<file path="src/rtl/xform_bank_pipe.sv">
// Two-stage valid/ready transform pipe: phase-selected transform written into a slot bank, plus a registered read-back port.
// Build option XFORM_SAT_EN: the SEED square saturates to all-ones instead of wrapping.
module xform_bank_pipe #(
    parameter int WIDTH = 32,
    parameter int DEPTH = 4,
    parameter int CNT_W = 8,
    parameter int TH0   = 4,
    parameter int TH1   = 128,
    parameter int TH2   = 192,
    localparam int SLOT_W = $clog2(DEPTH)
) (
    input  logic              clk,
    input  logic              reset,
    input  logic              clr,
    input  logic              in_valid,
    output logic              in_ready,
    input  logic [WIDTH-1:0]  in_data,
    output logic              out_valid,
    input  logic              out_ready,
    output logic [WIDTH-1:0]  out_data,
    output logic [SLOT_W-1:0] out_slot,
    output logic [1:0]        out_mode,
    input  logic              rd_en,
    input  logic [SLOT_W-1:0] rd_addr,
    output logic [WIDTH-1:0]  rd_data
);

    // Thresholds may equal 2^CNT_W, so compare with one extra bit.
    localparam logic [CNT_W:0] TH0_V = (CNT_W+1)'(TH0);
    localparam logic [CNT_W:0] TH1_V = (CNT_W+1)'(TH1);
    localparam logic [CNT_W:0] TH2_V = (CNT_W+1)'(TH2);

    logic                adv;
    logic                accept;
    logic [SLOT_W-1:0]   slot_ptr;
    logic [CNT_W-1:0]    phase;

    logic                s1_valid;
    logic [WIDTH-1:0]    s1_data;
    logic [SLOT_W-1:0]   s1_slot;
    logic [CNT_W-1:0]    s1_phase;

    logic [CNT_W:0]      phase_ext;
    logic [2*WIDTH-1:0]  sq_full;
    logic [WIDTH-1:0]    sq;
    logic [WIDTH-1:0]    x_result;
    logic [1:0]          x_mode;

    logic [WIDTH-1:0]    bank [DEPTH];

    assign adv      = !out_valid || out_ready;
    assign in_ready = adv && !clr;
    assign accept   = in_valid && in_ready;

    always_ff @(posedge clk or negedge reset) begin
        if (!reset) begin
            slot_ptr <= '0;
            phase    <= '0;
        end else if (clr) begin
            slot_ptr <= '0;
            phase    <= '0;
        end else if (accept) begin
            slot_ptr <= slot_ptr + 1'b1;
            phase    <= phase + 1'b1;
        end
    end

    always_ff @(posedge clk or negedge reset) begin
        if (!reset) begin
            s1_valid <= 1'b0;
            s1_data  <= '0;
            s1_slot  <= '0;
            s1_phase <= '0;
        end else if (clr) begin
            s1_valid <= 1'b0;
        end else if (adv) begin
            s1_valid <= in_valid;
            s1_data  <= in_data;
            s1_slot  <= slot_ptr;
            s1_phase <= phase;
        end
    end

    assign phase_ext = {1'b0, s1_phase};
    assign sq_full   = {{WIDTH{1'b0}}, s1_data} * {{WIDTH{1'b0}}, s1_data};

`ifdef XFORM_SAT_EN
    assign sq = (|sq_full[2*WIDTH-1:WIDTH]) ? '1 : sq_full[WIDTH-1:0];
`else
    assign sq = sq_full[WIDTH-1:0];
`endif

    always_comb begin
        x_mode   = 2'd3;
        x_result = '0;
        if (phase_ext < TH0_V) begin
            x_mode   = 2'd0;
            x_result = s1_slot[0] ? sq : (s1_data % WIDTH'(5));
        end else if (phase_ext < TH1_V) begin
            x_mode   = 2'd1;
            x_result = s1_data >> 1;
        end else if (phase_ext < TH2_V) begin
            x_mode   = 2'd2;
            x_result = s1_data >> 2;
        end
    end

    always_ff @(posedge clk or negedge reset) begin
        if (!reset) begin
            out_valid <= 1'b0;
            out_data  <= '0;
            out_slot  <= '0;
            out_mode  <= '0;
            for (int i = 0; i < DEPTH; i++) bank[i] <= '0;
        end else if (clr) begin
            out_valid <= 1'b0;
            for (int i = 0; i < DEPTH; i++) bank[i] <= '0;
        end else if (adv) begin
            out_valid <= s1_valid;
            if (s1_valid) begin
                out_data       <= x_result;
                out_slot       <= s1_slot;
                out_mode       <= x_mode;
                bank[s1_slot]  <= x_result;
            end
        end
    end

    // Reads sample the bank before this edge's write lands.
    always_ff @(posedge clk or negedge reset) begin
        if (!reset) begin
            rd_data <= '0;
        end else if (clr) begin
            rd_data <= '0;
        end else if (rd_en) begin
            rd_data <= bank[rd_addr];
        end
    end

endmodule

</file>
<file path="config.mk">
export PLATFORM = sky130hd
export DESIGN_NAME = xform_bank_pipe
export DESIGN_NICKNAME = d
export VERILOG_FILES = /design/src/rtl/xform_bank_pipe.sv
export SDC_FILE = /design/constraint.sdc
export NUM_CORES = 2
export LEC_CHECK = 0
export ABC_CLOCK_PERIOD_IN_PS = 13200
export BUFFER_PORTS_ARGS = -buffer_cell sky130_fd_sc_hd__buf_2
export CORE_ASPECT_RATIO = 0.9
export CORE_MARGIN = 2
export CORE_UTILIZATION = 41
export DETAILED_ROUTE_END_ITERATION = 10
export GPL_TIMING_DRIVEN = 0
export SLEW_MARGIN = 20
export SYNTH_ARGS = -nofsm -noshare
export SYNTH_HDL_FRONTEND = slang
export SYNTH_SLANG_ARGS = --single-unit
export TNS_END_PERCENT = 30
</file>
<file path="constraint.sdc">
create_clock -name clk -period 13.2 [get_ports clk]
set_input_delay 1.98 -clock clk [delete_from_list [all_inputs] [get_ports clk]]
set_output_delay 1.98 -clock clk [all_outputs]
set_load 0.02 [all_outputs]
</file>
==> flow_summary.ini <==
[synth]
synth_flop_cell = dfrtp_1
netlist_instances = 3219
synth_top_area_cell = fa_1
netlist_area_mm2 = 0.0289
synth.area.top_cells = fa_1 (25%), dfrtp_1 (21%), inv_1 (5.9%), nand2_1 (5.9%), ha_1 (5.5%)
syn_avg_cell_area_um2 = 8.99
ys_ff_latch = 248
yosys_warnings = 0
synth.top_cell.area_share_pct = 25.4
ys_async_sr_fraction_pct = 100
synth_edf_count = 0
ys_types = 129
syn_nets = 3754
seq_area_frac_synth_pct = 21.4

[cells_and_area]
instances_no_fill = 4336
final_layout_size_suffix_gt1_share_pct = 11.2
multi_input_area_mm2 = 0.0204
areaGrowthSynthToFinish_pct = 11.2
fillCellCount = 6927
nNetsFinal = 3910
regArea_mm2 = 0.00621
final_util_pct = 46.0

[clocking]
cts_inserted_buffers = 27
root_buffer = clkbuf_16
cts.sink_count = 248
clock_latency_ps = 570
clk_pin_slew_ps = 70
clk_path_buf_depth = 3
cts_tree = done
cts-htree-levels = 1

[routing]
totalWireLength_mm = 95.3
ant_nets = 0
dr_total_vias = 24400
vias_per_cell = 5.63
drcViolationCount = 0
wl_per_cell_um = 22.0
firstDrtPassIters = 5
first_iter_violations = 2104

[placed_design]
post-place-cells = 4270
place_hpwl_mm = 75.1
place_congestion = 0.926
numPortBuffers = 107

[critical_path]
critical_path.slowest_cell = or4_1
crit_top_cell = buf_2
path_max_fanout = 10
slowest_delay_ps = 540
cp-end-kind = flop
cp-start-kind = flop
reg2reg_depth = 50
cp.arrival_ps = 13080
cp.required_ps = 13660
worstSetupPathType = reg2reg

[sta]
timing.hold.ws_ps = 478
fmax_ghz = 0.0792
drv_slew = 0
fin_crit_ps = 12620
slew-limit-headroom_pct = 25.4
finClkSkew_ps = 12.2
hold_viol_final = 0
worst_pin_slew_ps = 1120
period_share_pct = 95.6
setup_viol = 0

[floorplanning]
die_w_um = 284
rows = 92
die_h_um = 256
io_pins = 110
dieArea_mm2 = 0.0727
fp.coreArea_mm2 = 0.0700
start_util_pct = 41.4

[worst_hold_path]
hp-class = reg2reg
min_path_cells = 2

[outcome]
status = completed

[global_route]
grt_pass1_vias = 24800
grt_max_degree = 96
grtUsageTotal_pct = 26.4
antenna_found_initial = 0
grt_pass1_wl_mm = 149
grt_remaining_overflow = 0

[run]
maxCapViolCount = 0
## path summary, 6_finish.rpt
path                              startpoint            to  slack [ps]
worst min-delay path            out_data[20]  out_data[20]         480
worst max register to register   s1_data[29]      bank[82]         580
worst min register to register  out_data[20]  out_data[20]         480
max in group asynchronous              reset   s1_data[20]       10800
worst max-delay path             s1_data[29]      bank[82]         580
min in group asynchronous              reset   out_data[7]        1250
## layout make-up
cell class,instances,area share (%)
clock inverters,15,0.474
repair buffers,128,2.38
flip-flops and latches,248,19.3
diodes,1,0.00778
plain buffers,219,2.93
multi-input cells,2283,63.5
well taps,940,3.66
inverters,468,5.46
clock buffers,34,2.31
## state kept, by name (all words and copies together) (netlist names), 2 cells and up
name      count
bank        128
out_data     32
rd_data      32
s1_data      32
phase         8
s1_phase      6
out_mode      2
out_slot      2
s1_slot       2
slot_ptr      2
## stage by stage
stage / setup WS [ps] / instance area, µm² / setup TNS [ps]
after floorplan: 2300 / 28900 / 0
after global placement: -370 / 30700 / -27040
after detailed placement: -311 / 30800 / -16060
after CTS: 58.0 / 31700 / 0
after global routing: -61.9 / 32200 / -535
final: 578 / 32200 / 0
## metal layers
layer / vias up / track usage [%] / part of all wire (%) / wire, µm
met5: - / 0 / 0.054 / 51
met4: 2 / 5.83 / 2.2 / 2090
met3: 119 / 7.28 / 9.9 / 9470
met2: 980 / 39.8 / 44 / 41500
met1: 12300 / 37.8 / 44 / 42200
li1: 11000 / - / - / -
## cells in the mapped netlist (12+ instances only)
cell      instances
inv_1           456
nand2_1         456
fa_1            367
dfrtp_1         248
nor2_1          242
clkbuf_1        142
a21oi_1         141
ha_1            128
o21ai_0          79
o21ai_1          53
xnor2_1          48
nor3_1           44
a22o_1           41
and2_1           41
mux2i_1          41
buf_1            40
nand3_1          40
mux4_2           32
o22ai_1          31
xor2_1           30
o21bai_1         26
buf_2            25
o21a_1           24
a211oi_1         23
a21o_1           21
a31oi_1          20
nand2b_1         20
o211ai_1         19
mux2_2           16
nand4_1          15
nor4_1           12
## kinds of logic (layout without fill, tap and decap cells)
| family | Yosys count | count (layout) | share of synthesized area (%) |
|---|---|---|---|
| AO/OA/AOI/OAI | 658 | 658 | 16.2 |
| XOR/XNOR | 80 | 80 | 2.49 |
| adder cells (fa/ha/maj) | 497 | 497 | 31.0 |
| buffers and inverters | 688 | 864 | 9.29 |
| flip-flops | 248 | 248 | 21.4 |
| multiplexers | 90 | 90 | 4.58 |
| other | 0 | 1 | 0 |
| AND/OR/NAND/NOR | 958 | 958 | 15.0 |
## repair_timing
item                       in CTS  in global routing
setup endpoints to repair     150                151
buffers inserted                0                 16
hold buffers                    0                  0
gates resized for setup        11                 61
pin swaps                       0                 12
## critical path: cells and delay by family (launching register included)
kind                     cells  cell delay (ps)
AND/OR/NAND/NOR             14             3480
flip-flops                   1              370
AO/OA/AOI/OAI               26             6700
adder cells (fa/ha/maj)      1              210
buffers and inverters        9             1750
## placed cells by master (no fill, tap or decap), types with 24 or more instances in the layout
master and n:
nand2_1 455, nand3_1 39, xnor2_1 48, xor2_1 29, and2_1 41, clkbuf_16 27, a22o_1 41, nor2_1 240
o21ai_1 43, a21oi_1 138, o21a_1 24, mux2i_1 40, ha_1 128, nor3_1 44, buf_1 39, buf_2 126
o22ai_1 31, mux4_2 32, o21ai_0 77, inv_1 456, dfrtp_1 248, clkbuf_1 143, o21bai_1 26, fa_1 367
Power is left out: the tool's default activity adds up to more than one toggle a clock period on the data nets, which glitch-free logic cannot reach.
